<file path="src/rtl/cipher_stream_rx_if.sv">
// Handshake and serial bus bundle for cipher_stream_rx.
// The slave modport is the receiver's view; the master modport is the
// serializer and byte-consumer side. state_dbg exposes the receiver FSM
// (0 = IDLE, 1 = RECV).
interface cipher_stream_rx_if #(
    parameter int MSG_SIZE = 512
);
    localparam int CW = $clog2(MSG_SIZE / 8) + 1;

    logic          ena;
    logic          iSerial_out;
    logic          iSerial_start;
    logic          iSerial_end;
    logic          iReady;
    logic [7:0]    oData;
    logic          oValid;
    logic          oFrame_done;
    logic          oFrame_err;
    logic [CW-1:0] oByte_count;
    logic          state_dbg;

    modport master (
        output ena, iSerial_out, iSerial_start, iSerial_end, iReady,
        input  oData, oValid, oFrame_done, oFrame_err, oByte_count, state_dbg
    );

    modport slave (
        input  ena, iSerial_out, iSerial_start, iSerial_end, iReady,
        output oData, oValid, oFrame_done, oFrame_err, oByte_count, state_dbg
    );
endinterface

</file>
<file path="src/rtl/cipher_stream_rx.sv">
// cipher_stream_rx: deserializes a ciphertext bit stream (MSB first) into
// bytes and queues them in a small FIFO for a valid/ready consumer.
// Handshake: a byte transfers on every rising edge where oValid and iReady
// are both high; oData holds steady while oValid is high and iReady is low.
// Optional feature macro: CIPHER_RX_LEN_CHECK_EN flags frames whose bit
// count differs from MSG_SIZE.
module cipher_stream_rx #(
    parameter int MSG_SIZE   = 512,
    parameter int FIFO_DEPTH = 8
) (
    input logic               clk,
    input logic               rst_n,
    cipher_stream_rx_if.slave bus
);
    localparam int AW = $clog2(FIFO_DEPTH);
    localparam int CW = $clog2(MSG_SIZE / 8) + 1;

    typedef enum logic {IDLE = 1'b0, RECV = 1'b1} state_t;

    state_t        state;
    logic [7:0]    shreg;
    logic [2:0]    bit_cnt;
    logic [CW-1:0] byte_cnt;
    logic          frame_done;
    logic          frame_err;
    logic          clr_pending;

    logic [7:0]    mem [FIFO_DEPTH];
    logic [AW:0]   wp;
    logic [AW:0]   rp;

    logic          capture, fresh, abort, closing, byte_done;
    logic          full, empty, pop, push_ok, drop, len_err, err_set;
    logic [2:0]    bits_before;
    logic [7:0]    byte_next;

    // Per-cycle decode of what the incoming bit does to the frame and FIFO.
    always_comb begin
        empty       = (wp == rp);
        full        = (wp[AW] != rp[AW]) && (wp[AW-1:0] == rp[AW-1:0]);
        pop         = !empty && bus.iReady;
        fresh       = bus.ena && bus.iSerial_start;
        abort       = fresh && (state == RECV);
        capture     = bus.ena && ((state == RECV) || bus.iSerial_start);
        bits_before = fresh ? 3'd0 : bit_cnt;
        byte_next   = {shreg[6:0], bus.iSerial_out};
        byte_done   = capture && (bits_before == 3'd7);
        closing     = capture && bus.iSerial_end;
        push_ok     = byte_done && (!full || pop);
        drop        = byte_done && full && !pop;
        err_set     = drop || (closing && !byte_done) || len_err;
    end

`ifdef CIPHER_RX_LEN_CHECK_EN
    localparam int TW = $clog2(MSG_SIZE) + 2;
    logic [TW-1:0] tot_bits, tot_before, tot_now;

    // Total frame length, saturating so oversize frames never alias MSG_SIZE.
    always_comb begin
        tot_before = fresh ? '0 : tot_bits;
        tot_now    = (&tot_before) ? tot_before : tot_before + 1'b1;
        len_err    = closing && (tot_now != TW'(MSG_SIZE));
    end

    // Frame length counter.
    always_ff @(posedge clk or negedge rst_n) begin
        if (!rst_n) begin
            tot_bits <= '0;
        end else if (capture) begin
            tot_bits <= tot_now;
        end
    end
`else
    assign len_err = 1'b0;
`endif

    // Frame FSM with bit assembly, byte count and status flags.
    always_ff @(posedge clk or negedge rst_n) begin
        if (!rst_n) begin
            state       <= IDLE;
            shreg       <= '0;
            bit_cnt     <= '0;
            byte_cnt    <= '0;
            frame_done  <= 1'b0;
            frame_err   <= 1'b0;
            clr_pending <= 1'b0;
        end else begin
            frame_done <= closing;
            if (capture) begin
                shreg   <= byte_next;
                bit_cnt <= closing ? 3'd0 : 3'(bits_before + 3'd1);
                state   <= closing ? IDLE : RECV;
            end
            if (fresh) begin
                byte_cnt <= '0;
            end else if (push_ok) begin
                byte_cnt <= byte_cnt + 1'b1;
            end
            // An aborted frame shows its error for exactly one cycle.
            if (abort) begin
                frame_err   <= 1'b1;
                clr_pending <= 1'b1;
            end else if (fresh || clr_pending) begin
                frame_err   <= err_set;
                clr_pending <= 1'b0;
            end else begin
                frame_err   <= frame_err | err_set;
            end
        end
    end

    // FIFO pointers; the extra MSB separates full from empty.
    always_ff @(posedge clk or negedge rst_n) begin
        if (!rst_n) begin
            wp <= '0;
            rp <= '0;
        end else begin
            if (push_ok) wp <= wp + 1'b1;
            if (pop)     rp <= rp + 1'b1;
        end
    end

    // FIFO storage; contents are only visible through valid pointers.
    always_ff @(posedge clk) begin
        if (push_ok) mem[wp[AW-1:0]] <= byte_next;
    end

    assign bus.oValid      = !empty;
    assign bus.oData       = empty ? 8'h00 : mem[rp[AW-1:0]];
    assign bus.oFrame_done = frame_done;
    assign bus.oFrame_err  = frame_err;
    assign bus.oByte_count = byte_cnt;
    assign bus.state_dbg   = (state == RECV);
endmodule
</file>
<file path="src/flat_wrapper.sv">
// flat-port wrapper written by rule: the top's interface ports become plain ports
module cipher_stream_rx_flat 
#(
    parameter int MSG_SIZE   = 512,
    parameter int FIFO_DEPTH = 8
)
  (clk, rst_n, bus_ena, bus_iSerial_out, bus_iSerial_start, bus_iSerial_end, bus_iReady, bus_oData, bus_oValid, bus_oFrame_done, bus_oFrame_err, bus_oByte_count, bus_state_dbg);
  cipher_stream_rx_if #(.MSG_SIZE(MSG_SIZE)) bus_i ();
  input logic clk;
  input logic rst_n;
  input wire logic [$bits(bus_i.ena)-1:0] bus_ena;
  input wire logic [$bits(bus_i.iSerial_out)-1:0] bus_iSerial_out;
  input wire logic [$bits(bus_i.iSerial_start)-1:0] bus_iSerial_start;
  input wire logic [$bits(bus_i.iSerial_end)-1:0] bus_iSerial_end;
  input wire logic [$bits(bus_i.iReady)-1:0] bus_iReady;
  output wire logic [$bits(bus_i.oData)-1:0] bus_oData;
  output wire logic [$bits(bus_i.oValid)-1:0] bus_oValid;
  output wire logic [$bits(bus_i.oFrame_done)-1:0] bus_oFrame_done;
  output wire logic [$bits(bus_i.oFrame_err)-1:0] bus_oFrame_err;
  output wire logic [$bits(bus_i.oByte_count)-1:0] bus_oByte_count;
  output wire logic [$bits(bus_i.state_dbg)-1:0] bus_state_dbg;
  assign bus_i.ena = bus_ena;
  assign bus_i.iSerial_out = bus_iSerial_out;
  assign bus_i.iSerial_start = bus_iSerial_start;
  assign bus_i.iSerial_end = bus_iSerial_end;
  assign bus_i.iReady = bus_iReady;
  assign bus_oData = bus_i.oData;
  assign bus_oValid = bus_i.oValid;
  assign bus_oFrame_done = bus_i.oFrame_done;
  assign bus_oFrame_err = bus_i.oFrame_err;
  assign bus_oByte_count = bus_i.oByte_count;
  assign bus_state_dbg = bus_i.state_dbg;
  cipher_stream_rx #(.MSG_SIZE(MSG_SIZE), .FIFO_DEPTH(FIFO_DEPTH)) u_core (.clk(clk), .rst_n(rst_n), .bus(bus_i));
endmodule
</file>
<file path="config.mk">
export PLATFORM = sky130hd
export DESIGN_NAME = cipher_stream_rx_flat
export DESIGN_NICKNAME = d
export VERILOG_FILES = /design/src/rtl/cipher_stream_rx_if.sv /design/src/rtl/cipher_stream_rx.sv /design/src/flat_wrapper.sv
export SDC_FILE = /design/constraint.sdc
export NUM_CORES = 1
export LEC_CHECK = 0
export ABC_AREA = 1
export CAP_MARGIN = 0
export CELL_PAD_IN_SITES_DETAIL_PLACEMENT = 1
export CELL_PAD_IN_SITES_GLOBAL_PLACEMENT = 2
export CORE_MARGIN = 3
export CORE_UTILIZATION = 35
export CTS_CLUSTER_SIZE = 30
export DETAILED_ROUTE_END_ITERATION = 8
export GPL_ROUTABILITY_DRIVEN = 0
export GPL_TIMING_DRIVEN = 0
export PLACE_DENSITY = 0.8
export SYNTH_ARGS = -nofsm -noshare
export SYNTH_HDL_FRONTEND = slang
export SYNTH_SLANG_ARGS = --single-unit
</file>
<file path="constraint.sdc">
create_clock -name clk -period 2 [get_ports clk]
set_input_delay 0.4 -clock clk [delete_from_list [all_inputs] [get_ports clk]]
set_output_delay 0.4 -clock clk [all_outputs]
set_load 0.1 [all_outputs]
</file>
==> summary.txt, run 1 <==
Synthesis
  – Main combinational cell family by area after synthesis: simple AND/OR/NAND/NOR gates
  – Synth Area in Simple Gates: 0.175
  – Synthesized area: 4050 sq um
  – Top_reg_cell synth: edfxtp_1
  – Seq cells post-synth: 93
  – Top cells by area, synth: edfxtp_1, dfrtp_1, o21ai_0, nor2_1, nand2_1
  – Post-synthesis sequential area ratio: 0.653
  – Post-synth EDFFs: 64
  – Synth top area share: 0.474
  – Synth area leader: edfxtp_1
  – Synth Instances: 388
  – Commonest cells post-synth: nor2_1, edfxtp_1, nand2_1
  – XOR/XNOR share of the synthesized area: 0.0173
  – Most numerous cell in the Yosys netlist: nor2_1
  – Ys async rst share: 0.312
  – Post-synthesis compound-gate area fraction: 0.0886
  – Multiplexer share of the synthesized area: 0
  – Syn_nets: 400
  – Yosys cell types: 25
  – Ys Warns: 0
  – Post-synthesis adder-cell area fraction: 0.0154
  – Syn Area/Cell: 10.4 sq um

Route
  – WL met2: 5640 um
  – Routed WL: 10,600 um
  – Vias: 3,050
  – Initial DRC count: 90
  – Detailed-route wire length per cell: 17.9 um
  – Met1 WL: 4520 um
  – WL met3: 262 um
  – Max layer used: met4
  – Final antenna-violating net count: 0
  – Residual DRC: 0
  – Pre-Repair DR Iteration Count: 4
  – Via density: 5.14

Timing
  – Min Tclk post-route: 2.24 ns
  – Unrepaired setup endpoints after global routing: yes
  – Final worst slack: -0.243 ns
  – Least-Margin Pin Slew: 0.954 ns
  – Fin crit share: 1.12
  – Final setup viols: 9
  – Upper clock frequency limit: 446 MHz
  – Setup Skew: 0.00503 ns
  – Final hold vios: 0
  – Pins Over Slew Limit: 0
  – Max_slew headroom: 0.367

Power and ir drop
  – Leak: 2.25 nW
  – Part of the power in combinational logic: 0.522
  – P_int: 4.97 mW
  – PwrDens: 1570 nW/um^2
  – Sw frac: 0.432
  – Sequential Power Share: 0.273
  – Clk pwr share: 0.205
  – Max IR drop VDD: 0.00146 V
  – Switching power total: 3.78 mW

Global route
  – Pin count of the biggest net entering global routing: 30
  – Vias in the first global route: 3,134
  – Initial antenna violation count: 0
  – GR Util All Layers: 0.174
  – First-pass GRT wire length: 17,000 um
  – Total gr overflow: 0

Clocking
  – Post-CTS Hold Buffers: 0
  – CTS sink cnt: 93
  – H-tree levels: 3
  – Worst-path clk slew: 0.06 ns
  – CTS tree: built
  – Clock Latency Late Sink: 0.34 ns
  – Maximum clock path buffer count: 2
  – CTS Buf Count: 9
  – Clk root buf: clkbuf_16

Setup path
  – Data arrival, critical path: 1.84 ns
  – CP max FO: 9
  – Setup CP Type: reg2out
  – Worst Path Required: 1.60 ns
  – Worst setup EP type: output port
  – Startpoint Class: flop
  – Reg2reg path depth: 10

Die
  – Die width: 114 um
  – Site Rows: 38
  – Die Height: 114 um
  – CORE AREA: 11,100 sq um
  – # IOs: 26
  – Die Area: 12,900 sq um
  – Initial Util: 0.366

Finish
  – Final non-filler cell total: 593
  – Ant diodes: 0
  – Share of layout cells above drive strength 1: 0.280
  – Layout net count: 460
  – Area grow syn2layout: 37.2%

Min path
  – Hold WC Path Type: in2async

Placed design
  – Port Buffer Count: 25
  – Dpl ws: -1.11 ns
  – Hpwl dp: 6670 um
  – Post-Place Cells: 553

Status
  – Violated checks: negative setup slack
  – Status: complete, but fails checks

Run
  – Max-cap violations: 0
## routing by layer
| metal | GRT usage | up-vias |
|---|---|---|
| met1 | 0.217 | 1538 |
| met2 | 0.309 | 44 |
| met3 | 0.0271 | 15 |
| met4 | 0.0593 | 0 |
| met5 | 0 | - |
| li1 | - | 1453 |
## layout make-up
class | count | area, sq um
Clock buffer | 11 | 264
Fill cell | 1176 | 5520
Clock inverter | 5 | 56.3
Multi-Input combinational cell | 248 | 1480
Sequential cell | 93 | 2650
Timing Repair Buffer | 49 | 612
Inverter | 29 | 126
Tap cell | 140 | 175
Buffer | 17 | 193
Timing Repair inverter | 1 | 6.26
## worst paths after layout
path | start | end | slack (ns)
max in group asynchronous | rst_n | u_core.wp[0]$_DFFE_PN0P_ | 1.40
worst min register to register | u_core.rp[3]$_DFFE_PN0P_ | u_core.rp[3]$_DFFE_PN0P_ | 0.52
min in group clk | bus_ena | u_core.bus.oFrame_done$_DFF_PN0_ | 0.46
worst max register to register | u_core.rp[0]$_DFFE_PN0P_ | u_core.mem[4][3]$_DFFE_PP_ | 0.06
worst min-delay path | rst_n | u_core.bus.oByte_count[5]$_DFFE_PN0P_ | 0.11
worst max-delay path | u_core.rp[0]$_DFFE_PN0P_ | bus_oData[3] | -0.24
## flip-flops by register name, summed over array words and instances, names as in the netlist
name and count:
u_core.shreg 7, u_core.bus.oByte_count 7, u_core.clr_pending 1, u_core.wp 4, u_core.mem 64, u_core.bus.oFrame_done 1, u_core.bit_cnt 3, u_core.bus.state_dbg 1
u_core.rp 4, u_core.bus.oFrame_err 1
## per-stage QoR
stage               hold WS, ns   util  area, sq um  total power [mW]  setup TNS [ns]
floorplan                 0.104      -         4250              5.13          -0.120
global placement          0.487  0.422         4670              5.93          -65.78
detailed placement        0.486  0.422         4670              6.00          -66.64
CTS                       0.125  0.497         5500              8.74           -1.94
global route              0.144  0.502         5560              9.15           -3.55
finish                    0.108  0.502         5560              8.75           -1.87
## power groups by stage
stage	registers, mW	logic [mW]	clock network (mW)
final	2.39	4.56	1.79
after global routing	2.41	4.84	1.90
after detailed placement	2.42	3.58	0
after floorplan	2.43	2.70	0
after global placement	2.41	3.52	0
after CTS	2.38	4.53	1.83
## placed cells by master, fill, tap and decap left out, types with 5 or more instances in the layout
master	instances
edfxtp_1	64
nand2_1	59
nor2_1	46
o21ai_0	36
dfrtp_1	27
inv_1	24
nand3_1	20
nor2_4	17
buf_12	16
buf_4	15
o21ai_1	14
clkbuf_16	11
nand4_1	9
o22ai_1	8
clkdlybuf4s15_2	7
nor2_2	6
buf_6	5
xor2_1	5
## cells by family after synthesis
family | after synthesis
xor gates and xnor gates | 8
DFF | 93
buffers and inverters | 47
and+or+nand+nor | 168
adders and majority gates | 5
AOI/OAI and AO/OA | 67
## repair_timing
action	4_1_cts	5_1_grt
gates resized for setup	163	16
endpoints found under the hold margin	0	0
setup endpoints to repair	83	67
buffers inserted	18	4
pin swaps	23	6
cloned	3	0
## worst max-delay path, cell delays in order (launching register included)
cell and delay, ns:
dfrtp_1 0.39, buf_6 0.16, inv_8 0.10, nand2_2 0.06
nand2_2 0.09, nor2_4 0.05, nand3_4 0.10, buf_12 0.15
o21ai_4 0.07, nor2_4 0.13, buf_12 0.18
(Power assumes the default switching activity.)
==> inputs of run 2 (changes only) <==
Settings changed: CTS_CLUSTER_DIAMETER set to 200, GPL_ROUTABILITY_DRIVEN 0 to unset.
==> results of run 2 <==
No change in the layout: final DEF, timing and power equal those of run 1.
==> inputs of run 3 (changes only) <==
Settings changed: CTS_CLUSTER_DIAMETER 200 to 80, SLEW_MARGIN set to 20.
==> run 3 against run 2 <==
The run still ends with negative setup slack left. Clock power is 2% higher. Flip-flop and latch count unchanged. Combinational power hardly changed. Total power grew 0.24%. Clock skew increased by 0.0015 ns. Count of clock-buffer cells in the layout rose by 1. Sequential power barely moved. Hold slack improved by 0.40 ns. Critical path depth unchanged. Critical endpoint is now bus_oData[6]. Largest cell class unchanged. Largest power group unchanged.
==> summary.txt, run 3 (synthesis results as in run 1) <==
Timing
  – Pins Over Slew Limit: 0 (unchanged)
  – Fin crit share: 1.10 (was 1.12)
  – Unrepaired setup endpoints after global routing: yes (unchanged)
  – Max_slew headroom: 0.367 (about the same)
  – Min Tclk post-route: 2.21 ns (was 2.24 ns)
  – Upper clock frequency limit: 453 MHz (was 446 MHz)
  – Setup Skew: 0.00653 ns (was 0.00503 ns)
  – Hold Slack: 0.503 ns (was 0.108 ns)
  – Least-Margin Pin Slew: 0.954 ns (about the same)
  – Final worst slack: -0.209 ns (was -0.243 ns)
  – Final hold vios: 0 (unchanged)
  – Final setup viols: 9 (unchanged)

Placed design
  – Post-Place Cells: 554 (was 553)
  – Hpwl dp: 6650 um (was 6670 um)
  – Port Buffer Count: 25 (unchanged)
  – Placer congestion estimate: 0.754 (unchanged)

Die
  – Die Height: 114 um (unchanged)
  – Die Area: 12,900 sq um (unchanged)
  – Site Rows: 38 (unchanged)
  – # IOs: 26 (unchanged)
  – Die width: 114 um (unchanged)
  – Initial Util: 0.366 (unchanged)
  – CORE AREA: 11,100 sq um (unchanged)

Finish
  – Final non-filler cell total: 588 (was 593)
  – Number of fill cells in the layout: 1,181 (was 1,176)
  – Max reg flops: 64 (unchanged)
  – Share of layout cells above drive strength 1: 0.277 (was 0.280)
  – Most common cell after layout, fill and taps aside: edfxtp_1 (unchanged)
  – Layout net count: 455 (was 460)
  – Area grow syn2layout: 37.3% (was 37.2%)
  – Ant diodes: 0 (unchanged)
  – Most frequent cells in the layout: edfxtp_1, nand2_1, nor2_1 (unchanged)

Clocking
  – H-tree levels: 3 (unchanged)
  – Clock Latency Late Sink: 0.34 ns (about the same)
  – CTS sink cnt: 93 (unchanged)
  – Clk root buf: clkbuf_16 (unchanged)
  – CTS Buf Count: 9 (unchanged)
  – CTS tree: built (unchanged)
  – Worst-path clk slew: 0.06 ns (about the same)
  – Maximum clock path buffer count: 2 (unchanged)

Power and ir drop
  – Sw frac: 0.427 (was 0.432)
  – P_int: 5.02 mW (was 4.97 mW)
  – Sequential Power Share: 0.272 (was 0.273)
  – Leak: 2.24 nW (was 2.25 nW)
  – Max IR drop VDD: 0.00140 V (was 0.00146 V)
  – Clk pwr share: 0.209 (was 0.205)
  – Switching power total: 3.74 mW (was 3.78 mW)
  – Part of the power in combinational logic: 0.519 (was 0.522)
  – PwrDens: 1580 nW/um^2 (was 1570 nW/um^2)

Route
  – Vias: 2,983 (was 3,050)
  – Pre-Repair DR Iteration Count: 4 (unchanged)
  – Residual DRC: 0 (unchanged)
  – Initial DRC count: 108 (was 90)
  – Detailed-route wire length per cell: 17.3 um (was 17.9 um)
  – Final antenna-violating net count: 0 (unchanged)
  – Routed WL: 10,200 um (was 10,600 um)
  – Via density: 5.07 (was 5.14)

Global route
  – Total gr overflow: 0 (unchanged)
  – First-pass GRT wire length: 16,700 um (was 17,000 um)
  – Vias in the first global route: 3,135 (was 3,134)
  – GR Util All Layers: 0.169 (was 0.174)
  – Pin count of the biggest net entering global routing: 30 (unchanged)
  – Initial antenna violation count: 0 (unchanged)

Status
  – Status: complete, but fails checks (unchanged)
  – Violated checks: negative setup slack (unchanged)

Setup path
  – Data arrival, critical path: 1.81 ns (was 1.84 ns)
  – Worst Path Required: 1.60 ns (about the same)
  – Worst setup EP type: output port (unchanged)
  – CP max FO: 8 (was 9)
  – Reg-to-reg startpoint: u_core.bit_cnt[1]$_DFFE_PN0N_ (was u_core.rp[0]$_DFFE_PN0P_)
  – Reg-to-reg endpoint: u_core.mem[5][1]$_DFFE_PP_ (was u_core.mem[4][3]$_DFFE_PP_)
  – Reg2Reg Setup Slack: 0.12 ns (was 0.06 ns)
  – Setup CP Type: reg2out (unchanged)
  – Startpoint Class: flop (unchanged)
  – Reg2reg path depth: 10 (unchanged)

Min path
  – Worst Hold Depth: 2
  – Worst Hold Path EP: u_core.wp[3]$_DFFE_PN0P_
  – Hold WC Path Type: reg2reg (was in2async)
  – Min-delay src: u_core.wp[3]$_DFFE_PN0P_

Run
  – Max-cap violations: 0 (unchanged)
run 3: changes by cell type in the layout (fill, tap and decap cells not counted), sizes merged:
| cell | before | now |
|---|---|---|
| clkinv | 3 | 1 |
| clkbuf | 21 | 20 |
| dlygate4sd3 | 0 | 1 |
| clkdlybuf4s15 | 7 | 8 |
| buf | 44 | 40 |
run 3: timing repair:
item | CTS | global route
endpoints found under the hold margin | 2 | 0
buffers inserted | 17 | 1
pin swaps | 30 | 6
setup endpoints to repair | 83 | 67
hold buffers | 1 | 0
gates resized for setup | 177 | 13
run 3: area by class of cell:
type / count / area [sq um] / area share
Timing Repair Buffer: 45 / 598 / 0.107
Inverter: 29 / 126 / 0.0227
Buffer: 17 / 200 / 0.0360
Tap cell: 140 / 175 / 0.0315
Sequential cell: 93 / 2650 / 0.477
Multi-Input combinational cell: 248 / 1480 / 0.267
Clock inverter: 4 / 51.3 / 0.00922
Clock buffer: 12 / 278 / 0.0499
run 3: how the worst max path moves through the flow:
| stage | from | endpoint | slack (ns) | cells after the start |
|---|---|---|---|---|
| after floorplan | u_core.rp[1]$_DFFE_PN0P_ | bus_oData[1] | -0.02 | 9 |
| after global placement | u_core.rp[1]$_DFFE_PN0P_ | bus_oData[5] | -1.09 | 7 |
| after detailed placement | u_core.rp[1]$_DFFE_PN0P_ | bus_oData[5] | -1.12 | 7 |
| after CTS | u_core.rp[0]$_DFFE_PN0P_ | bus_oData[5] | -0.20 | 8 |
| after global routing | u_core.rp[1]$_DFFE_PN0P_ | bus_oData[6] | -0.30 | 10 |
| final | u_core.rp[1]$_DFFE_PN0P_ | bus_oData[6] | -0.21 | 10 |
run 3: metal layers:
metal	routed length, um	GRT usage
met1	4430	0.212
met2	5320	0.297
met3	203	0.0297
met4	205	0.0561
met5	0	0
run 3: power by group through the flow:
stage | Sequential, mW | Combinational (mW) | Clock [mW]
floorplan | 2.43 | 2.70 | 0
global placement | 2.41 | 3.52 | 0
detailed placement | 2.42 | 3.58 | 0
CTS | 2.39 | 4.52 | 1.87
global route | 2.41 | 4.82 | 1.95
finish | 2.39 | 4.55 | 1.83
run 3: metrics by stage:
| step | cell area, sq um | setup WS (ns) | setup TNS (ns) | utilization | total power [mW] |
|---|---|---|---|---|---|
| final | 5560 | -0.209 | -1.62 | 0.502 | 8.77 |
| after global routing | 5560 | -0.301 | -2.45 | 0.502 | 9.18 |
| after CTS | 5540 | -0.196 | -1.55 | 0.500 | 8.77 |
| after detailed placement | 4690 | -1.12 | -66.69 | 0.423 | 6.01 |
| after global placement | 4670 | -1.09 | -65.78 | 0.422 | 5.93 |
| after floorplan | 4250 | -0.0249 | -0.120 | - | 5.13 |
run 3: worst max-delay path: stages (launching register included):
cell and delay, ns:
dfrtp_1 0.38, buf_8 0.17, inv_8 0.05, nand2_4 0.06, nand2_4 0.06, nor2_4 0.15
nand3_4 0.12, buf_12 0.17, o21ai_2 0.08, nor2_4 0.06, buf_12 0.17
